`src/rtl/program_counter_high.sv`:
```
// High byte of the program counter: PCHS select, carry-in increment from the low byte,
// and a one-cycle branch page-crossing fix-up (+1/-1) sequenced by a two-state FSM.
module program_counter_high (
  input  logic       i_clk,
  input  logic       i_reset,
  input  logic       i_pch_pch,
  input  logic       i_adh_pch,
  input  logic [7:0] i_adh,
  input  logic       i_i_pc,
  input  logic       i_pclc,
  input  logic       i_br_adj,
  input  logic       i_br_dir,
  output logic [7:0] o_pch,
  output logic       o_busy,
  output logic       o_wrap
);

  typedef enum logic {IDLE, ADJUST} state_e;

  state_e     state_q, state_d;
  logic [7:0] pch_q, pch_d;
  logic       dir_q, dir_d;
  logic       wrap_q, wrap_d;

  logic [7:0] pchSel;
  logic [8:0] incSum;
  logic [7:0] adjVal;
  logic       adjWrap;

  always_ff @(posedge i_clk) begin
    if (i_reset) begin
      state_q <= IDLE;
      pch_q   <= 8'h00;
      dir_q   <= 1'b0;
      wrap_q  <= 1'b0;
    end else begin
      state_q <= state_d;
      pch_q   <= pch_d;
      dir_q   <= dir_d;
      wrap_q  <= wrap_d;
    end
  end

  // A request arriving while ADJUST is running is dropped, not queued.
  always_comb begin
    state_d = state_q;
    case (state_q)
      IDLE:    if (i_br_adj) state_d = ADJUST;
      ADJUST:  state_d = IDLE;
      default: state_d = IDLE;
    endcase
  end

  always_comb begin
    o_busy = (state_q == ADJUST);
  end

  always_comb begin
    pchSel = 8'h00;
    if (i_pch_pch) begin
      pchSel = pch_q;
    end else if (i_adh_pch) begin
      pchSel = i_adh;
    end
    incSum  = {1'b0, pchSel} + {8'h00, (i_i_pc & i_pclc)};
    adjVal  = dir_q ? (pch_q - 8'd1) : (pch_q + 8'd1);
    adjWrap = dir_q ? (pch_q == 8'h00) : (pch_q == 8'hFF);

    pch_d  = incSum[7:0];
    wrap_d = incSum[8];
    dir_d  = dir_q;
    if (state_q == ADJUST) begin
      pch_d  = adjVal;
      wrap_d = adjWrap;
    end else if (i_br_adj) begin
      dir_d = i_br_dir;
    end
  end

  assign o_pch  = pch_q;
  assign o_wrap = wrap_q;

endmodule

```
`config.mk`:
```
export PLATFORM = sky130hd
export DESIGN_NAME = program_counter_high
export DESIGN_NICKNAME = d
export VERILOG_FILES = /design/src/rtl/program_counter_high.sv
export SDC_FILE = /design/constraint.sdc
export NUM_CORES = 1
export LEC_CHECK = 0
export ABC_AREA = 0
export BUFFER_PORTS_ARGS = -buffer_cell sky130_fd_sc_hd__buf_2
export CORE_UTILIZATION = 42
export CTS_BUF_LIST = sky130_fd_sc_hd__clkbuf_4 sky130_fd_sc_hd__clkbuf_8 sky130_fd_sc_hd__clkbuf_16
export DETAILED_ROUTE_END_ITERATION = 10
export GPL_TIMING_DRIVEN = 0
export PLACE_DENSITY = 0.72
export SETUP_SLACK_MARGIN = 0.2
export SLEW_MARGIN = 25
export SYNTH_ARGS = -nofsm -noshare
export SYNTH_HDL_FRONTEND = slang
export SYNTH_SLANG_ARGS = --single-unit
```
`constraint.sdc`:
```
create_clock -name i_clk -period 2 [get_ports i_clk]
set_clock_uncertainty 0.2 [all_clocks]
set_input_delay 0.3 -clock i_clk [delete_from_list [all_inputs] [get_ports i_clk]]
set_output_delay 0.3 -clock i_clk [all_outputs]
set_load 0.05 [all_outputs]
```
# After elaboration in Yosys (flattened, before gate mapping)
# Index checks and enable logic that the tools add are counted.
# classes
add_sub_neg	3
n_eq_ne	1
muxes	8
bitwise_logic	2
reduce_logical	2
# ops
op	count
$mux W8	4
$add A8 B1 Y9	1
$add A8 B1 Y8 const B	1
$eq A8 B8 Y1 const B	1
$logic_not A8 Y1	1
$sub A8 B1 Y8 const B	1
$mux W1	3
$pmux W1 S2	1
$reduce_and A2 Y1	1
$and A1 B1 Y1	1
$not A1 Y1	1
# word_totals
reg_bits	11
in_bits	16
out_inout_bits	10
wordCells	20

# Logic depth before layout (Yosys ltp)
# Gate-level depths: netlist of run 1.
# logic_depth
depth_word	4
ltp_mapped	9
ltp_nobuf	8

# Worst setup path before layout of run 1
# Ideal clock, no wire load.
# synth_timing
path_type	flip-flop to flip-flop
from	register pch_q[0], in the netlist o_pch[0]
to	register pch_q[6], in the netlist o_pch[6]
setup_time_ns	0.074
t_arrival_ns	1.996
required_ns	1.726
slack_ns	-0.270
path_stages_with_launch	8
n_path_buf	0
period_less_slack_ns	2.270
cell_sequence	dfxtp_1 a22o_1 ha_1 nand3_1 a2bb2oi_4 a21bo_1 a221o_1 o21ai_0
# synth_via
elab_chain_cells	3
elab_cells_between_ends	6
classes_between	add/sub (3); mux (3)
# synth_rtl
item	line_no	source
start: declaration	21	logic [7:0] pch_q, pch_d;
start signal: assignment	38	pch_q <= pch_d;
$mux W8, or another cell as far along	60	if (i_pch_pch) begin
$add A8 B1 Y9 or $mux W8 (tied branches)	65, 66	
$mux W8 (*)	72	if (state_q == ADJUST) begin
# Mark *: on every way between the ends. The rest lies on a longest branch, timed or not.
# A chain may end at the register's enable or synchronous reset.

# Final worst setup path of run 1
# layout_timing
from	register dir_q
to	register pch_q[6], in the netlist o_pch[6]
# layout_via
elab_chain_cells	2
# layout_rtl
item	line_no	source
start: declaration	22	logic dir_q, dir_d;
start signal: assignment	39	dir_q <= dir_d;
$mux W8	66	adjVal = dir_q ? (pch_q - 8'd1) : (pch_q + 8'd1);
$mux W8	72	
# No other way between the ends.

==> results of run 1 <==
stage by stage:
step	utilization [%]	instance area (um^2)	setup WS, ns	TNS [ns]	hold slack, ns
finish	62.49	1409	0.1434	0	0.05494
global route	62.49	1409	0.06993	0	0.1041
CTS	59.38	1339	0.1492	0	0.04929
detailed placement	54.72	1234	-0.2061	-0.4909	0.3332
global placement	54.72	1234	-0.1970	-0.4386	0.3283
floorplan	-	1084	0.05519	0	0.2386
area by class of cell:
class,instances,share of cell area [%]
multi-input cells,102,61.10
flip-flops and latches,11,17.05
repair buffers,32,12.97
plain buffers,5,3.197
well taps,28,2.487
clock buffers,4,2.131
inverters,4,1.066
timing repair:
item / 4_1_cts / 5_1_grt
hold buffers: 0 / 0
gates cloned: 0 / 0
buffers inserted: 6 / 3
pin swaps: 4 / 7
hold endpoints to repair: 0 / 0
resized for setup: 8 / 10
setup endpoints to repair: 5 / 4
worst min-delay path: stages:
cell and delay, ns:
buf_2 0.08, a21oi_1 0.05, nor2_1 0.07
final timing paths:
check            from        to  slack, ns
min reg2reg  o_pch[0]  o_pch[0]       0.48
min          i_br_dir     dir_q       0.05
max             dir_q  o_pch[6]       0.14
max reg2reg     dir_q  o_pch[6]       0.14
power groups by stage:
| stage | combinational [mW] | sequential (mW) | clock, mW |
|---|---|---|---|
| global placement | 0.215 | 0.265 | 0 |
| CTS | 0.239 | 0.259 | 0.171 |
| detailed placement | 0.220 | 0.266 | 0 |
| floorplan | 0.122 | 0.303 | 0 |
| finish | 0.263 | 0.262 | 0.167 |
| global route | 0.286 | 0.264 | 0.180 |
layout by cell type (no fill, tap or decap), types with 2 or more instances in the layout:
master	instances
xor2_1	4
a32o_1	2
clkbuf_4	4
buf_4	9
nand3_1	4
o21bai_1	2
dfxtp_2	4
nand2b_1	3
nor2b_1	4
dfxtp_4	4
o21ai_0	6
o22ai_1	2
nor2_1	7
buf_2	23
nand2_1	7
dfxtp_1	3
a21oi_1	5
nand4b_1	3
a22oi_1	4
xnor2_1	4
ha_4	3
nand4_1	2
inv_1	3
buf_6	2
nor4_1	2
ha_1	5
or2_2	2
and3_1	3
flip-flops by register name (all words and copies together), names as in the netlist:
name and cells:
dir_q 1, o_wrap 1, o_busy 1, o_pch 8
kinds of logic (layout without fill, tap and decap cells):
logic type,Yosys count,after routing,share of synthesized area [%]
simple gates,45,45,26.31
fa+ha+maj,9,9,11.69
xor+xnor,8,8,6.820
mux,2,2,2.071
buf+inv,9,45,4.262
flops,11,11,21.44
compound gates,38,38,27.41
per-layer routing:
layer | global-route usage (%) | vias up
met4 | 0 | 0
met5 | 0 | -
met1 | 30.82 | 505
met3 | 5.357 | 2
li1 | - | 535
met2 | 40.48 | 35
==> reports/results.ini, run 1 <==
[die]
dieArea_um2 = 2648
dieWidth_um = 51.46
core_um2 = 2255
rows = 17
initial_core_util_pct = 45.56
die_height_um = 51.46
ios = 26

[min_path]
hp-class = in2reg
holdPathStages = 3

[route]
vias = 1077
met1Wirelength_mm = 1.259
detail_route.wl_per_cell_um = 15.35
routed_wl_mm = 2.855
wl_met3_um = 148
antenna_left = 0
drt_first_pass_iters = 4
vias_per_cell = 5.790
highest_layer = met4
drt_iter0_markers = 37
met2_length_mm = 1.437
remaining_drc_errors = 0

[critical_path]
worstSetupStartpointType = register
slowest_stage = dfxtp_4
crit_chain = inv_2, fa_2, nor2b_4, o31a_1, o22ai_2, xor2_1, o21ai_1
critPathMaxFanout = 8
slowest_delay_ns = 0.43
r2r_cells = 7
worstSetupPathDepth = 7
cp_num_buf_inv = 1
crit_required_ns = 2.00
crit_type = reg2reg
cp-end-kind = register
arrival_ns = 1.86
crit_family = flip-flops

[grt]
grt_pass1_wl_mm = 4.554
grt_pass1_vias = 1037
overflow = 0
grtUsageTotal_pct = 23.27
antenna_found_initial = 0
grt_max_degree = 10

[pwr]
internal-power_mw = 0.4389
p_total_mw = 0.6916
seq_power_share_pct = 37.8
ir_worst_vdd_v = 0.0004905
power.switching_mw = 0.2527
p_per_area_nw_per_um2 = 490.9
pwr-share-clk_pct = 24.2
p_comb_share_pct = 38.0
p_sw_share_pct = 36.54
cellLeakagePower_nw = 0.6051

[layout]
antenna_cells = 0
regArea_um2 = 240.2
multiInputGateArea_um2 = 860.8
drive_gt1_share_pct = 43.04
n_fill_cell = 214
finalNetCount = 184
area_growth_syn_to_layout_pct = 37.15
finalNonFillerCells = 186

[clock_network]
cts-root-buf = clkbuf_4
clock_latency_ns = 0.27
h-tree-depth = 1
cts_buffers = 3
cts.sinks = 11
clockBufferDepth = 2
cts_tree = yes
path_clk_slew_ns = 0.07

[sta]
period_needed_ns = 1.857
worstMarginPinSlew_ns = 0.3920
rsz0062_at_grt = yes
finalHoldViolations = 0
finalMaxSlewViolations = 0
setup_viol = 0
timing.slew.headroom_pct = 73.87
max_freq_ghz = 0.5386
post-route-period-util_pct = 92.83

[status]
status = complete, no violations

[synthesis]
syn_inst = 122
ys_seq_area_share_pct = 21.44
synth_area_leaders = dfxtp_1, ha_1, o21ai_0, xnor2_1, xor2_1
synth_top_area_cell = dfxtp_1
ys_ff_latch = 11
synth_area_um2 = 1027
netlist_top_cells_count = dfxtp_1, ha_1, nor2_1, o21ai_0, nand2_1
synthArstFlopShare_pct = 0
ys_warn_count = 0
synthFlopType = dfxtp_1
synth_edf_count = 0
synth_nets = 147
synth_top_area_share_pct = 21.44
avgSynthCellArea_um2 = 8.420
synth.most_common_cell = dfxtp_1
yosysUniqueCellTypes = 44

[placement]
gp_congestion = 0.8055
port_buffers = 23
hpwlAfterDp_mm = 1.983
dp_cells = 173

[job]
cap_violations = 0

Power figures use the tool's default switching activity.
==> run 2: changes to the inputs <==
Settings changed: CORE_ASPECT_RATIO set to 2, CORE_UTILIZATION 42 to 30, PLACE_DENSITY 0.72 to 0.56.
==> reports/results.ini, run 2 (synthesis results as in run 1) <==
[route]
remaining_drc_errors = 2
drt_first_pass_iters = 7
vias_per_cell = 5.884
drt_iter0_markers = 23
vias = 1118
routed_wl_mm = 3.122
detail_route.wl_per_cell_um = 16.43
antenna_left = 0

[die]
die_height_um = 84.76
dieWidth_um = 43.38
ios = 26
core_um2 = 3229
rows = 29
dieArea_um2 = 3676
initial_core_util_pct = 31.81

[layout]
drive_gt1_share_pct = 44.65
finalNetCount = 185
n_fill_cell = 308
multiInputGateArea_um2 = 882.1
largest_reg_flops = 8
utilization_pct = 45.60
final_cell_mix = buf_2, buf_4, nand2_1, nor2_1, o21ai_0
antenna_cells = 0
final_common_cell = buf_2
finalNonFillerCells = 190
regArea_um2 = 240.2
area_growth_syn_to_layout_pct = 43.36

[clock_network]
holdBufCountCts = 0
cts-root-buf = clkbuf_8
clockBufferDepth = 2
cts_tree = yes
h-tree-depth = 1
cts_buffers = 3
path_clk_slew_ns = 0.05
cts.sinks = 11
clock_latency_ns = 0.24

[sta]
worstMarginPinSlew_ns = 0.4280
post-route-period-util_pct = 93.67
setup_ws_ns = 0.1266
finalMaxSlewViolations = 0
finalHoldViolations = 0
fin_hold_ws_ns = 0.09098
setup_viol = 0
period_needed_ns = 1.873
timing.slew.headroom_pct = 71.46
max_freq_ghz = 0.5338
rsz0062_at_grt = yes

[pwr]
p_sw_share_pct = 34.35
ir_worst_vdd_v = 0.0002955
pwr-share-clk_pct = 30.7
p_comb_share_pct = 35.7
cellLeakagePower_nw = 0.6054
seq_power_share_pct = 33.6
power.switching_mw = 0.2676
internal-power_mw = 0.5114
p_total_mw = 0.7789
p_per_area_nw_per_um2 = 528.9

[critical_path]
critPathMaxFanout = 6
crit_required_ns = 1.98
worstSetupStartpointType = register
startpoint = dir_q
slowest_delay_ns = 0.37
crit_path_frequent_cell = buf_4
r2r_setup_slack_ns = 0.13
slowest_stage = dfxtp_4
setup.worst_path.end = o_pch[4]
cp-end-kind = register
r2r_cells = 7
arrival_ns = 1.85
r2r-start = dir_q
timing.rr.end = o_pch[4]
crit_chain = buf_4, ha_4, nor2b_4, o31a_1, buf_4, a21oi_2, a32o_1
crit_type = reg2reg

[grt]
overflow = 0
grtUsageTotal_pct = 17.89
grt_pass1_vias = 1107
grt_max_degree = 10
antenna_found_initial = 0
grt_pass1_wl_mm = 4.905

[job]
cap_violations = 0

[min_path]
hp-class = in2reg

[placement]
place_ws_ns = -0.2215
hpwlAfterDp_mm = 2.364
gp_congestion = 0.8778
port_buffers = 23
dp_cells = 176

[status]
violations = design-rule violations
status = finished, violations left

## run 2: cell types whose count changed in the layout (fill, tap and decap cells not counted), sizes merged
cell  previous run  this run
buf             36        37
## run 2: layout make-up
class                           count  share of cell area, %
Buffer                              5                  3.059
Clock buffer                        4                  3.314
Inverter                            4                  1.189
Multi-Input combinational cell    102                  59.90
Sequential cell                    11                  16.31
Tap cell                           31                  2.634
Timing Repair Buffer               33                  13.59
## run 2: stage by stage
step / instance area (um^2) / setup TNS [ns]
final: 1473 / 0
after global routing: 1473 / 0
after CTS: 1384 / 0
after detailed placement: 1237 / -0.6710
after global placement: 1237 / -0.5376
after floorplan: 1084 / 0
## run 2: worst min-delay path by stage
stage	end	from	slack [ns]	cells after the start
floorplan	dir_q	i_br_dir	0.24	2
global placement	dir_q	i_br_dir	0.33	3
detailed placement	dir_q	i_br_dir	0.34	3
CTS	dir_q	i_br_dir	0.09	3
global route	dir_q	i_br_dir	0.15	3
finish	dir_q	i_br_dir	0.09	3
## run 2: per-layer routing
| metal | track usage, % | vias up | share of wire [%] |
|---|---|---|---|
| li1 | - | 535 | - |
| met1 | 16.67 | 526 | 33 |
| met2 | 34.30 | 43 | 58 |
| met3 | 1.935 | 14 | 3.5 |
| met4 | 11.08 | 0 | 5.5 |
| met5 | 0 | - | 0 |
## run 2: critical path, delay by kind of cell (launching register included)
family / cells / cell delay, ns
AOI/OAI and AO/OA: 3 / 0.60
and+or+nand+nor: 1 / 0.13
DFF: 1 / 0.37
buffers and inverters: 2 / 0.28
adders and majority gates: 1 / 0.22
## run 2: power groups by stage
stage / clock network, mW / registers [mW] / logic [mW]
floorplan: 0 / 0.303 / 0.122
global placement: 0 / 0.266 / 0.219
detailed placement: 0 / 0.266 / 0.223
CTS: 0.240 / 0.261 / 0.253
global route: 0.254 / 0.263 / 0.299
finish: 0.239 / 0.262 / 0.278
## run 2: repair_timing
item | 4_1_cts | 5_1_grt
pin swaps | 10 | 6
hold endpoints to repair | 0 | 0
resized for setup | 17 | 6
setup buffers | 5 | 5
setup endpoints to repair | 6 | 4
